`config.mk`:
```
export PLATFORM = sky130hd
export DESIGN_NAME = perf_mmio_ctrl_flat
export DESIGN_NICKNAME = d
export VERILOG_FILES = /design/src/rtl/perf_mmio_if.sv /design/src/rtl/perf_mmio_ctrl.sv /design/src/flat_wrapper.sv
export SDC_FILE = /design/constraint.sdc
export NUM_CORES = 1
export LEC_CHECK = 0
export ABC_AREA = 1
export CORE_AREA = 2 2 139 141
export DETAILED_ROUTE_END_ITERATION = 16
export DIE_AREA = 0 0 141 143
export PLACE_DENSITY = 0.68
export SETUP_SLACK_MARGIN = 0.5
export SLEW_MARGIN = 15
export SYNTH_ARGS = -nofsm -noshare
export SYNTH_HDL_FRONTEND = slang
export SYNTH_SLANG_ARGS = --single-unit
```
`constraint.sdc`:
```
create_clock -name clk -period 3.29 [get_ports clk]
set_clock_uncertainty 0.2 [all_clocks]
set_input_delay 0.4935 -clock clk [delete_from_list [all_inputs] [get_ports clk]]
set_output_delay 0.4935 -clock clk [all_outputs]
set_load 0.005 [all_outputs]
```
`src/rtl/perf_mmio_if.sv`:
```
// MEM-stage data port as seen by the perf-counter MMIO window.
// The master drives the requests and the slave returns hit, response strobe and read data.
interface perf_mmio_if;
   logic        mem_read;
   logic        mem_write;
   logic [15:0] mem_address;
   logic [15:0] mem_wdata;
   logic        mmio_hit;
   logic        mmio_resp;
   logic [15:0] mmio_rdata;

   modport master (
      output mem_read, mem_write, mem_address, mem_wdata,
      input  mmio_hit, mmio_resp, mmio_rdata
   );

   modport slave (
      input  mem_read, mem_write, mem_address, mem_wdata,
      output mmio_hit, mmio_resp, mmio_rdata
   );
endinterface

```
`src/rtl/perf_mmio_ctrl.sv`:
```
// Performance-counter MMIO window: one-wait-state access, hi-word snapshot,
// clear pulses, freeze control and sticky overflow flags.
//
//   state   | meaning
//   --------+---------------------------------------------------------
//   ST_IDLE | waiting for a window hit; request captured on the hit edge
//   ST_ACK  | response/clear cycle; bus requests ignored
module perf_mmio_ctrl #(
   parameter int          NUM_CNT = 9,
   parameter logic [15:0] BASE    = 16'hFFC0
) (
   input  logic                   clk,
   input  logic                   rst_n,
   perf_mmio_if.slave             bus,
   input  logic [NUM_CNT*32-1:0]  cnt_value,
   output logic [NUM_CNT-1:0]     cnt_clear,
   output logic                   cnt_enable
);

   typedef enum logic {ST_IDLE = 1'b0, ST_ACK = 1'b1} state_t;

   state_t               state, state_n;
   logic                 resp_q, resp_n;
   logic [15:0]          rdata_q, rdata_n;
   logic [NUM_CNT-1:0]   clear_q, clear_n;
   logic                 freeze, freeze_n;
   logic [NUM_CNT-1:0]   ovf, ovf_n, ovf_set, ovf_clr;
   logic                 snap_valid, snap_valid_n;
   logic [3:0]           snap_idx, snap_idx_n;
   logic [15:0]          snap_hi, snap_hi_n;

   logic [15:0]          offset;
   logic [4:0]           k;
   logic [3:0]           idx;
   logic                 is_hi;
   logic                 is_cnt;
   logic [31:0]          sel;
   logic [NUM_CNT-1:0]   idx_mask;
   logic                 unused_ok;

   assign offset       = bus.mem_address - BASE;
   assign k            = bus.mem_address[5:1];
   assign idx          = k[4:1];
   assign is_hi        = k[0];
   assign is_cnt       = int'(idx) < NUM_CNT;
   assign bus.mmio_hit = (offset[15:6] == 10'd0) && (bus.mem_read || bus.mem_write);
   assign bus.mmio_resp  = resp_q;
   assign bus.mmio_rdata = rdata_q;
   assign cnt_clear    = clear_q;
   assign cnt_enable   = ~freeze;
   assign unused_ok    = ^{bus.mem_wdata[15:2], bus.mem_address[0], offset[5:0]};

   always_comb begin
      sel      = '0;
      idx_mask = '0;
      ovf_set  = '0;
      for (int i = 0; i < NUM_CNT; i++) begin
         if (int'(idx) == i) begin
            sel         = cnt_value[i*32 +: 32];
            idx_mask[i] = 1'b1;
         end
         ovf_set[i] = (cnt_value[i*32 +: 32] == 32'hFFFF_FFFF);
      end
   end

   always_comb begin
      state_n      = state;
      resp_n       = 1'b0;
      rdata_n      = '0;
      clear_n      = '0;
      freeze_n     = freeze;
      snap_valid_n = snap_valid;
      snap_idx_n   = snap_idx;
      snap_hi_n    = snap_hi;
      ovf_clr      = '0;
      case (state)
         ST_IDLE: begin
            if (bus.mmio_hit) begin
               state_n = ST_ACK;
               resp_n  = 1'b1;
               // a simultaneous read+write is handled as a write
               if (bus.mem_write) begin
                  if (is_cnt) begin
                     clear_n = idx_mask;
                     ovf_clr = idx_mask;
                     if (snap_idx == idx) snap_valid_n = 1'b0;
                  end else if (k == 5'd30) begin
                     freeze_n = bus.mem_wdata[0];
                     if (bus.mem_wdata[1]) begin
                        clear_n = '1;
                        ovf_clr = '1;
                     end
                  end
               end else begin
                  if (is_cnt && !is_hi) begin
                     rdata_n      = sel[15:0];
                     snap_hi_n    = sel[31:16];
                     snap_idx_n   = idx;
                     snap_valid_n = 1'b1;
                  end else if (is_cnt) begin
                     if (snap_valid && (snap_idx == idx)) begin
                        rdata_n      = snap_hi;
                        snap_valid_n = 1'b0;
                     end else begin
                        rdata_n = sel[31:16];
                     end
                  end else if (k == 5'd30) begin
                     rdata_n = {15'b0, freeze};
                  end else if (k == 5'd31) begin
                     rdata_n     = 16'(ovf);
                     rdata_n[15] = freeze;
                  end
               end
            end
         end
         ST_ACK:  state_n = ST_IDLE;
         default: state_n = ST_IDLE;
      endcase
      // clear has priority over a same-cycle overflow
      ovf_n = (ovf | ovf_set) & ~ovf_clr;
   end

   always_ff @(posedge clk) begin
      if (!rst_n) begin
         state      <= ST_IDLE;
         resp_q     <= 1'b0;
         rdata_q    <= '0;
         clear_q    <= '0;
         freeze     <= 1'b0;
         ovf        <= '0;
         snap_valid <= 1'b0;
         snap_idx   <= '0;
         snap_hi    <= '0;
      end else begin
         state      <= state_n;
         resp_q     <= resp_n;
         rdata_q    <= rdata_n;
         clear_q    <= clear_n;
         freeze     <= freeze_n;
         ovf        <= ovf_n;
         snap_valid <= snap_valid_n;
         snap_idx   <= snap_idx_n;
         snap_hi    <= snap_hi_n;
      end
   end

endmodule
```
`src/flat_wrapper.sv`:
```
// flat-port wrapper written by rule: the top's interface ports become plain ports
module perf_mmio_ctrl_flat 
#(
   parameter int          NUM_CNT = 9,
   parameter logic [15:0] BASE    = 16'hFFC0
)
  (clk, rst_n, cnt_value, cnt_clear, cnt_enable, bus_mem_read, bus_mem_write, bus_mem_address, bus_mem_wdata, bus_mmio_hit, bus_mmio_resp, bus_mmio_rdata);
  perf_mmio_if bus_i ();
  input  logic clk;
  input  logic rst_n;
  input  logic [NUM_CNT*32-1:0] cnt_value;
  output logic [NUM_CNT-1:0] cnt_clear;
  output logic cnt_enable;
  input wire logic [$bits(bus_i.mem_read)-1:0] bus_mem_read;
  input wire logic [$bits(bus_i.mem_write)-1:0] bus_mem_write;
  input wire logic [$bits(bus_i.mem_address)-1:0] bus_mem_address;
  input wire logic [$bits(bus_i.mem_wdata)-1:0] bus_mem_wdata;
  output wire logic [$bits(bus_i.mmio_hit)-1:0] bus_mmio_hit;
  output wire logic [$bits(bus_i.mmio_resp)-1:0] bus_mmio_resp;
  output wire logic [$bits(bus_i.mmio_rdata)-1:0] bus_mmio_rdata;
  assign bus_i.mem_read = bus_mem_read;
  assign bus_i.mem_write = bus_mem_write;
  assign bus_i.mem_address = bus_mem_address;
  assign bus_i.mem_wdata = bus_mem_wdata;
  assign bus_mmio_hit = bus_i.mmio_hit;
  assign bus_mmio_resp = bus_i.mmio_resp;
  assign bus_mmio_rdata = bus_i.mmio_rdata;
  perf_mmio_ctrl #(.NUM_CNT(NUM_CNT), .BASE(BASE)) u_core (.clk(clk), .rst_n(rst_n), .bus(bus_i), .cnt_value(cnt_value), .cnt_clear(cnt_clear), .cnt_enable(cnt_enable));
endmodule
```
-- Yosys cells after proc, flatten, opt, wreduce, memory -nomap -nowiden
Index checks and enable logic that the tools add are counted.
W data, S select, Z words.
- $add $sub $neg: 1
- $mul: 0
- div/mod/pow operators: 0
- magnitude comparators: 1
- equality and inequality tests: 22
- shift operators: 0
- multiplexer cells: 37
- bitwise operators: 9
- reductions and logical operators: 14
- operators with widths (operator ; number):
    $eq A32 B32 Y1 const B ; 9
    $mux W32 ; 9
    $mux W16 ; 5
    $mux W9 ; 6
    $eq A4 B4 Y1 const B ; 5
    $mux W1 ; 16
    $sub A16 B16 Y16 const B ; 1
    $eq A5 B5 Y1 const B ; 2
    $logic_not A10 Y1 ; 1
    $and A9 B9 Y9 ; 1
    $not A9 Y9 ; 1
    $or A9 B9 Y9 ; 1
    $eq A4 B3 Y1 const B ; 2
    $not A1 Y1 ; 6
    $reduce_and A6 Y1 ; 1
    $reduce_and A5 Y1 ; 1
    $eq A4 B2 Y1 const B ; 1
    $eq A4 B4 Y1 ; 1
    $logic_not A4 Y1 ; 1
    $lt A4 B4 Y1 const B ; 1
    $ne A2 B1 Y1 const B ; 2
    $reduce_and A4 Y1 ; 1
    $reduce_or A4 Y1 ; 1
    $logic_and A1 B1 Y1 ; 3
    other kinds (6) ; 6
- register bits after elaboration: 58
- bits in latches: 0
- memory bits (writable): 0
- ROM bits: 0
- input bits: 324
- output and inout port bits: 28
- word-level logic and storage cells: 93
- memories: 0

-- Depth between registers and ports, before layout
- word-level depth: 13
- depth in mapped cells: 15
- mapped depth without buffers: 14

-- Least setup slack after synthesis
Ideal clock, no wire load.
- kind: in2reg
- start: input bus_mem_address[3]
- end: register u_core.ovf[4]
- library setup time: 0.122 ns
- data arrival time: 1.747 ns
- required time: 2.968 ns
- setup slack: 1.221 ns
- stages on the path: 9
- path buffers: 1
- cell sequence: buf_4 inv_2 nor3_1 nand3_1 o21ai_0 nand3_2 inv_1 nand2_1 nor3b_1
- word-level cells in the longest chain between the ends: 8
- elaborated cells between the ends (all ways): 14
- those cells by class: add/sub: 1; order compare: 1; eq/ne: 2; mux: 6; bitwise: 2; reduce/logical: 2
- ends and longest elaborated chain (item ; line ; RTL):
    start: declaration ; flat_wrapper.sv:16 ; input wire logic [$bits(bus_i.mem_address)-1:0] bus_mem_address;
    branches (longest 4 deep; another with $sub A16 B16 Y16) ; - ;
    $mux W9 * ; perf_mmio_ctrl.sv:78 ; if (bus.mmio_hit) begin
    $mux W9 * ; perf_mmio_ctrl.sv:76 ; case (state)
    $not A9 Y9 * ; perf_mmio_ctrl.sv:120 ; ovf_n = (ovf | ovf_set) & ~ovf_clr;
    $and A9 B9 Y9 * ; perf_mmio_ctrl.sv:120 ;
    end signal: assignment ; perf_mmio_ctrl.sv:140 ; ovf <= ovf_n;
    end: declaration ; perf_mmio_ctrl.sv:27 ; logic [NUM_CNT-1:0] ovf, ovf_n, ovf_set, ovf_clr;
Every way passes the cells marked *.
A chain may end at the register's enable or synchronous reset.

-- Final worst setup path
- start: input bus_mem_write
- end: output bus_mmio_hit
- word-level cells in the longest chain between the ends: 2
- ends and longest elaborated chain (item ; line ; RTL):
    start: declaration ; flat_wrapper.sv:15 ; input wire logic [$bits(bus_i.mem_write)-1:0] bus_mem_write;
    $logic_or A1 B1 Y1 ; perf_mmio_ctrl.sv:46 ; assign bus.mmio_hit = (offset[15:6] == 10'd0) && (bus.mem_read || bus.mem_write);
    $logic_and A1 B1 Y1 ; perf_mmio_ctrl.sv:46 ;
    end: declaration ; flat_wrapper.sv:18 ; output wire logic [$bits(bus_i.mmio_hit)-1:0] bus_mmio_hit;
Every way passes these cells.

==> out/results.txt <==
Placed cell areas = 9224 um2
Hold_ws = 0.2989 ns
TritonCTS clock tree = built
Lkg Pwr = 3.993 nW
Total CTS buffers = 9
Power density over the cells = 262.0 nW/um2
Detailed-route wire length = 30240 um
Core region area = 18580 um2
Nets in the synthesized netlist = 1331
Final Non-Filler Cells = 1579
Fraction of final layout cells sized beyond drive strength 1 = 0.06468
Crit Path Class = in2out
CP startpoint kind = input port
DRC viols = 0
Classification of the worst-slack hold path = reg2reg
Number of input and output port buffers inserted = 336
Critical path required time = 2.60 ns
Count of distinct cell types in the synthesized netlist = 40
Fin. Hold Viols = 0
Synthesized area per cell = 5.533 um2
Overall track demand over capacity in global routing = 0.2913
Insertion delay to the later sink of the worst-skew pair = 0.33 ns
Type of element capturing the critical path = output pin
Shortest period the worst path allows = 2.663 ns
Final setup violation count = 0
Largest net degree at the start of global routing = 35
Outcome = complete, no violations
Ys async rst share = 0
Leading cell types in the layout, fill and taps excluded = sky130_fd_sc_hd__clkdlybuf4s50_1 (336), sky130_fd_sc_hd__nand2_1 (306), sky130_fd_sc_hd__nor2_1 (118)
# IOs = 352
Post-synthesis to final-layout area growth = 71.35%
Clock transition at the registers of the reported paths = 0.06 ns
Number of instances in the synthesized netlist = 1007
Number of enable flip-flop cells after synthesis = 0
Final std cell area, no fill = 9547 um2
ANT cells = 0
# placed instances = 1563
First-pass iteration count of the detailed router = 5
Most used flip-flop cell after synthesis = sky130_fd_sc_hd__dfxtp_1
RSZ-0062 raised after global routing = no
Number of pins exceeding their max-slew limit in the final report = 0
Worst supply voltage drop on vdd = 0.0003376 V
CTS max path bufs = 2
Final worst-path setup slack = 0.6272 ns
Routability congestion estimate = 0.9789
Die Area = 20160 um2
Post-synthesis instance area = 5572 um2
Sum of overflow across all layers after global routing = 0
DIE HEIGHT = 143 um
Number of global-route vias before repair = 7714
Wire length of the first global-routing pass = 44340 um
Final total power = 2.501 mW
Routed Antenna Nets = 0
Util after Layout = 0.5138
Layout filler cell count = 1872
Library cell used as clock root buffer = sky130_fd_sc_hd__clkbuf_16
Largest fanout on the critical path = 4
Signal arrival time at the worst endpoint = 1.97 ns
Post-place setup slack = 0.3394 ns
Num Clock Sinks = 57
Share of the clock period used by the worst path after layout = 0.8093
Vias post-DR = 8197
WL/cell = 19.15 um
Post-synthesis sequential element count = 57
Half-perimeter wire length after detailed placement = 25540 um
Fraction of the yosys area taken by sequential cells = 0.2048
Worst slew pin tran = 0.6563 ns
Number of cell rows = 50
Warnings from Yosys = 0
Timing-limited maximum frequency = 0.3756 GHz
Layout Nets = 1664
DIE WIDTH = 141 um
Antenna violations before repair = 0
Initial cell density of the core = 0.2999
Max-Slew Margin vs Limit = 0.5584
Leading cell type in the layout, fill and taps excluded = sky130_fd_sc_hd__clkdlybuf4s50_1
Post-DR vias/cell = 5.191
Max-capacitance violation count = 0
CTS H-tree depth = 3
Post-route setup TNS = 0 ns
Initial detailed-routing violation count = 685
==> registers in the layout, indices dropped and copies added (netlist names) <==
signal,count
u_core.snap_valid,1
u_core.bus.mmio_rdata,16
u_core.snap_hi,16
u_core.cnt_clear,9
u_core.bus.mmio_resp,1
u_core.snap_idx,4
u_core.ovf,9
u_core.freeze,1
==> where the power goes <==
part	switching, mW	internal (mW)	leakage [nW]
registers	0.0000349	0.691	0.459
logic	0.366	0.434	3.38
clock network	0.348	0.662	0.152
==> final timing paths <==
check	start	endpoint	slack (ns)	cells after the start
setup / recovery	bus_mem_write	bus_mmio_hit	0.63	6
hold / removal	u_core.snap_hi[15]	u_core.snap_hi[15]	0.30	2
setup reg to reg	u_core.snap_idx[1]	u_core.bus.mmio_rdata[11]	1.18	9
hold reg to reg	u_core.snap_hi[15]	u_core.snap_hi[15]	0.30	2
==> synthesized netlist by cell type (8+ instances only) <==
library cell,number,area (um2)
sky130_fd_sc_hd__a21oi_1,62,310.3
sky130_fd_sc_hd__buf_2,16,80.08
sky130_fd_sc_hd__buf_4,8,60.06
sky130_fd_sc_hd__clkbuf_1,16,60.06
sky130_fd_sc_hd__dfxtp_1,57,1141
sky130_fd_sc_hd__inv_1,114,427.9
sky130_fd_sc_hd__inv_2,12,45.04
sky130_fd_sc_hd__nand2_1,306,1149
sky130_fd_sc_hd__nand3_1,51,255.2
sky130_fd_sc_hd__nand4_1,75,469.2
sky130_fd_sc_hd__nor2_1,118,442.9
sky130_fd_sc_hd__nor3_1,28,140.1
sky130_fd_sc_hd__nor4_1,19,118.9
sky130_fd_sc_hd__o211ai_1,11,82.58
sky130_fd_sc_hd__o21ai_0,42,210.2
sky130_fd_sc_hd__o22ai_1,12,75.07
sky130_fd_sc_hd__or2_2,8,50.05
==> routing by layer <==
layer,GRT usage,wire (um),share of wire,up-vias
met5,0,0,0,-
met4,0.07789,750,0.025,0
met3,0.05634,2733,0.090,51
met2,0.4953,14070,0.47,450
met1,0.3786,12690,0.42,3686
li1,-,-,-,4010
==> repair_timing <==
action,in CTS,in global routing
hold buffers,0,0
resized for setup,0,2
setup buffers,0,0
endpoints found under the setup margin,0,2
==> area by class of cell <==
cell class,instances,area [um2],share of cell area
clock inverter,7,93.84,0.009830
multi-input combinational,779,3716,0.3893
timing repair buffer,365,3593,0.3764
tap,234,292.8,0.03067
sequential,57,1141,0.1195
inverter,128,484.2,0.05072
clock buffer,9,225.2,0.02359
==> critical path: stages <==
cell and delay [ns]:
sky130_fd_sc_hd__clkdlybuf4s50_1 0.57, sky130_fd_sc_hd__nor2_1 0.06, sky130_fd_sc_hd__nor2_1 0.12, sky130_fd_sc_hd__nand3_1 0.15
sky130_fd_sc_hd__inv_1 0.08, sky130_fd_sc_hd__clkdlybuf4s50_1 0.50
==> cells by family (layout without fill, tap and decap cells) <==
logic type / count (synthesis) / after routing / synth area share
and+or+nand+nor: 635 / 635 / 0.5201
buffers and inverters: 171 / 509 / 0.1282
AOI/OAI and AO/OA: 140 / 140 / 0.1406
DFF: 57 / 57 / 0.2048
xor gates and xnor gates: 4 / 4 / 0.006287
Power figures use the tool's default switching activity.
